## src/rtl/priority_resolver_n.sv

```systemverilog
// Parametrised PIC priority resolver: owns IRR/ISR/IMR, rotating priority,
// edge/level triggering, two-pulse INTA sequencer and automatic EOI.
//
// Ports:
//   CLK, RST                    clock, synchronous active-high reset
//   IR[N-1:0]                   request lines (already synchronous)
//   LTIM                        1 = level-triggered, 0 = edge-triggered
//   AEOI                        automatic EOI on the second INTA
//   IM[N-1:0], IM_WE            mask write data / strobe
//   INTA                        acknowledge strobe (one cycle per pulse)
//   CMD_VALID, CMD[2:0]         command strobe, {R, SL, EOI}
//   CMD_LVL[VW-1:0]             level operand for specific commands
//   INT                         interrupt request to the CPU
//   INT_VEC, VEC_VALID, SPUR    acknowledged level, valid pulse, spurious
//   IRR, ISR, IMR               register contents
module priority_resolver_n #(
    parameter int N  = 8,
    parameter int VW = $clog2(N)
) (
    input  logic          CLK,
    input  logic          RST,
    input  logic [N-1:0]  IR,
    input  logic          LTIM,
    input  logic          AEOI,
    input  logic [N-1:0]  IM,
    input  logic          IM_WE,
    input  logic          INTA,
    input  logic          CMD_VALID,
    input  logic [2:0]    CMD,
    input  logic [VW-1:0] CMD_LVL,
    output logic          INT,
    output logic [VW-1:0] INT_VEC,
    output logic          VEC_VALID,
    output logic          SPUR,
    output logic [N-1:0]  IRR,
    output logic [N-1:0]  ISR,
    output logic [N-1:0]  IMR
);

    typedef enum logic {S_IDLE, S_ACK1} state_t;

    state_t        state, state_n;
    logic [N-1:0]  irr, irr_n;
    logic [N-1:0]  isr, isr_n;
    logic [N-1:0]  imr, imr_n;
    logic [N-1:0]  ir_prev;
    logic [VW-1:0] lp, lp_n;
    logic          rot, rot_n;
    logic [VW-1:0] w, w_n;
    logic          sflag, sflag_n;
    logic [VW-1:0] vec, vec_n;
    logic          vv, vv_n;
    logic          sp, sp_n;

    // Returns {found, index} of the highest-priority set bit. Priority
    // starts at lp+1 and wraps; the scan runs lowest to highest so the
    // highest-priority hit is the last one written.
    function automatic logic [VW:0] pick(input logic [N-1:0]  v,
                                         input logic [VW-1:0] l);
        logic [VW:0]   r;
        logic [VW-1:0] idx;
        r = '0;
        for (int k = N - 1; k >= 0; k--) begin
            idx = l + VW'(k + 1);
            if (v[idx]) r = {1'b1, idx};
        end
        return r;
    endfunction

    logic [VW:0]   win, hi;
    logic          w_found, h_found;
    logic [VW-1:0] w_idx, h_idx;
    logic [VW-1:0] w_rank, h_rank;

    assign win     = pick(irr & ~imr, lp);
    assign hi      = pick(isr, lp);
    assign w_found = win[VW];
    assign w_idx   = win[VW-1:0];
    assign h_found = hi[VW];
    assign h_idx   = hi[VW-1:0];

    // Distance from the top of the priority order; smaller is higher.
    assign w_rank = w_idx - lp - VW'(1);
    assign h_rank = h_idx - lp - VW'(1);

    assign INT = (state == S_IDLE) && w_found &&
                 (!h_found || (w_rank < h_rank));

    always_comb begin
        state_n = state;
        irr_n   = LTIM ? IR : (irr | (IR & ~ir_prev));
        isr_n   = isr;
        imr_n   = IM_WE ? IM : imr;
        lp_n    = lp;
        rot_n   = rot;
        w_n     = w;
        sflag_n = sflag;
        vec_n   = vec;
        vv_n    = 1'b0;
        sp_n    = 1'b0;

        // Command clears land before the INTA set below.
        if (CMD_VALID) begin
            case (CMD)
                3'b001: if (h_found) isr_n[h_idx] = 1'b0;
                3'b011: isr_n[CMD_LVL] = 1'b0;
                3'b101: if (h_found) begin
                    isr_n[h_idx] = 1'b0;
                    lp_n = h_idx;
                end
                3'b111: begin
                    isr_n[CMD_LVL] = 1'b0;
                    lp_n = CMD_LVL;
                end
                3'b110: lp_n = CMD_LVL;
                3'b100: rot_n = 1'b1;
                3'b000: rot_n = 1'b0;
                default: ;
            endcase
        end

        if (INTA) begin
            unique case (state)
                S_IDLE: begin
                    state_n = S_ACK1;
                    if (w_found) begin
                        isr_n[w_idx] = 1'b1;
                        irr_n[w_idx] = 1'b0;
                        w_n     = w_idx;
                        sflag_n = 1'b0;
                    end else begin
                        w_n     = '1;
                        sflag_n = 1'b1;
                    end
                end
                S_ACK1: begin
                    state_n = S_IDLE;
                    vec_n   = w;
                    vv_n    = 1'b1;
                    sp_n    = sflag;
                    if (AEOI && !sflag) begin
                        isr_n[w] = 1'b0;
                        if (rot) lp_n = w;
                    end
                end
            endcase
        end
    end

    always_ff @(posedge CLK) begin
        if (RST) begin
            state   <= S_IDLE;
            irr     <= '0;
            isr     <= '0;
            imr     <= '0;
            ir_prev <= '0;
            lp      <= '1;
            rot     <= 1'b0;
            w       <= '0;
            sflag   <= 1'b0;
            vec     <= '0;
            vv      <= 1'b0;
            sp      <= 1'b0;
        end else begin
            state   <= state_n;
            irr     <= irr_n;
            isr     <= isr_n;
            imr     <= imr_n;
            ir_prev <= IR;
            lp      <= lp_n;
            rot     <= rot_n;
            w       <= w_n;
            sflag   <= sflag_n;
            vec     <= vec_n;
            vv      <= vv_n;
            sp      <= sp_n;
        end
    end

    assign INT_VEC   = vec;
    assign VEC_VALID = vv;
    assign SPUR      = sp;
    assign IRR       = irr;
    assign ISR       = isr;
    assign IMR       = imr;

endmodule

```

## config.mk

```make
export PLATFORM = sky130hd
export DESIGN_NAME = priority_resolver_n
export DESIGN_NICKNAME = d
export VERILOG_FILES = /design/src/rtl/priority_resolver_n.sv
export SDC_FILE = /design/constraint.sdc
export NUM_CORES = 1
export LEC_CHECK = 0
export BUFFER_PORTS_ARGS = -buffer_cell sky130_fd_sc_hd__buf_2
export CORE_MARGIN = 1
export CORE_UTILIZATION = 45
export CTS_CLUSTER_SIZE = 14
export DETAILED_ROUTE_END_ITERATION = 10
export HOLD_SLACK_MARGIN = 0.06
export PLACE_DENSITY = 0.71
export SLEW_MARGIN = 20
export SYNTH_ARGS = -nofsm -noshare
export SYNTH_HDL_FRONTEND = slang
export SYNTH_SLANG_ARGS = --single-unit
export TNS_END_PERCENT = 100
```

## constraint.sdc

```tcl
create_clock -name CLK -period 7.65 [get_ports CLK]
set_clock_uncertainty 0.05 [all_clocks]
set_input_delay 1.53 -clock CLK [delete_from_list [all_inputs] [get_ports CLK]]
set_output_delay 1.53 -clock CLK [all_outputs]
set_load 0.01 [all_outputs]
```

==> metrics.csv <==
metric;value;unit
maxCapViolCount;0;
syn_inst;460;
timing.fmax;0.149;GHz
synth-edff-count;0;
ant_nets;0;
yosys_warnings;0;
post_cts_buffers;0;
path_class;register to output pin;
grt_pass1_wl;17.1;mm
powerDensity;275;nW/µm²
routedWlPerCell;17.8;µm
avgSynthCellArea;8.65;µm²
drt-total-wl;10.8;mm
worst_pin_slew;816;ps
portBuffers;58;
clk_latency;300;ps
dr_total_vias;3854;
critPathLaunchType;register;
drc;0;
cp_data_required_time;6070;ps
diodes;0;
grt_pass1_vias;3416;
first_pass_iters;5;
outcome;finished, final reports clean;
critPathMaxStageDelay;650;ps
cp_slowest_cell;xor2_1;
finalHoldViolCount;0;
finalCriticalPeriod;6730;ps
cts_buffers;5;
hp-class;register to register;
drt_iter0_markers;311;
finalSetupTns;0;ps
synth_area_leader_cell;dfxtp_1;
cp_cell_sequence;inv_1, ha_1, xor2_1, mux4_2, o211ai_1, a21oi_1, o22ai_1, ha_1, fa_1, ha_1, a21o_1, a21oi_1, nor2_1, nor3_1, buf_2;
global_route.usage.met1;31.8;%
die_y;96.0;µm
cts_max_level;2;
final_layout_size_suffix_gt1_share;22.2;%
synth_nets;497;
coreArea;8380;µm²
start_util;47.5;%
dieWidth;96.0;µm
rsz0062_at_grt;false;
dieArea;9220;µm²
track_usage;23.9;%
setup-violations-final;0;
synth_area;3980;µm²
gr-usage-met2;39.4;%
maxSlewViolCount;0;
async_reset_ff_share;0;%
busiest_layer;met2;
dp_hpwl;8.09;mm
synth_seq_cells;46;
synth_cell_type_count;77;
gr-usage-met3;4.42;%
root_buffer;clkbuf_8;
antenna_found_initial;0;
max_slew_margin;45.6;%
post_cts_resized;0;
clk_path_buf_depth;2;
cts_tree;built;
critPathMaxFanout;11;
finalPower;1220;µW
synth-seq-area-share;23.1;%
cts_sinks;46;
pre_cts_ws;1310;ps
grt_max_degree;47;
gr-total-overflow;0;
crit_top_cell;ha_1;
finalWeightedCongestion;0.936;
ys.flop_type;dfxtp_1;
postCtsHoldBufs;0;
rows;33;
clk_pin_slew;90;ps
worst_setup_path_end_kind;output pin;
period_share;88.0;%
synth.top_cells.by_area;dfxtp_1 23%, mux4_2 7.4%, mux2i_1 5.3%;
nets;537;
cp.arrival;5150;ps
ir_drop;0.293;mV
synth_top_area_share;23.1;%
layout_common_cells;58 x buf_2, 46 x dfxtp_1, 40 x nand2_1;
area.growth.synth_to_final;11.4;%
final_common_cell;buf_2;
layout_setup_ws;921;ps
detail_route.vias_per_cell;6.36;
p_leak;0.00186;µW
io_pins;59;
## stage by stage
stage	cell area, µm²	hold WS [ps]	instances	utilization, %
global placement	4310	391	598	51.5
global route	4430	423	606	52.9
floorplan	3980	387	460	-
finish	4430	410	606	52.9
detailed placement	4310	397	598	51.5
CTS	4430	412	606	52.9
## flip-flops by register name (all words and copies together) (netlist names), 3 cells and up
register,flops
IMR,8
IRR,8
ISR,8
ir_prev,8
INT_VEC,3
lp,3
w,3
## per-layer routing
| metal | vias up | wire length [µm] |
|---|---|---|
| li1 | 1829 | - |
| met1 | 1858 | 4690 |
| met2 | 150 | 5290 |
| met3 | 17 | 654 |
| met4 | 0 | 140 |
| met5 | - | 0 |
## path summary, 6_finish.rpt
| path | startpoint | endpoint | slack [ps] | depth (start not counted) |
|---|---|---|---|---|
| max reg2reg | lp[1] | IRR[3] | 3510 | 9 |
| min reg2reg | INT_VEC[2] | INT_VEC[2] | 410 | 2 |
| max | lp[1] | INT | 920 | 15 |
| min | INT_VEC[2] | INT_VEC[2] | 410 | 2 |
## cells in the mapped netlist, types with 8 or more instances
library cell and n:
dfxtp_1 46, nand2_1 40, a21oi_1 34, nor2_1 33
clkbuf_1 24, mux2i_1 21, nor2b_1 19, o21ai_0 19
nand3_1 14, inv_1 13, mux4_2 13, and2_1 11
a221oi_1 9, nand2b_1 9, mux2_2 8, mux4_1 8
o31ai_1 8
## layout make-up
cell class | count | area [µm²]
flip-flops and latches | 46 | 921
fillers | 791 | 3950
clock buffers | 5 | 68.8
well taps | 105 | 131
repair buffers | 65 | 343
inverters | 17 | 66.3
clock inverters | 3 | 48.8
multi-input cells | 365 | 2850
## critical path: cells and delay by family (launching register included)
kind                       cells  cell delay, ps
buffers and inverters          2             280
and+or+nand+nor                2             180
DFF                            1             580
xor gates and xnor gates       1             650
adders and majority gates      4            1350
muxes                          1             620
AOI/OAI and AO/OA              5            1170
## where the power goes
group          internal, µW  total (µW)  switching (µW)
Sequential              265         306            40.3
Combinational           309         725             415
Clock                  99.5         187            88.0
Total                   674        1220             544
## logic make-up (layout without fill, tap and decap cells)
family,Yosys count,count (layout),share of synthesized area (%)
AO/OA/AOI/OAI,133,133,23.3
XOR/XNOR,11,11,2.99
adder cells (fa/ha/maj),8,8,2.89
buffers and inverters,49,90,5.16
flip-flops,46,46,23.1
multiplexers,53,53,21.2
AND/OR/NAND/NOR,160,160,21.3
(Power assumes the default switching activity.)
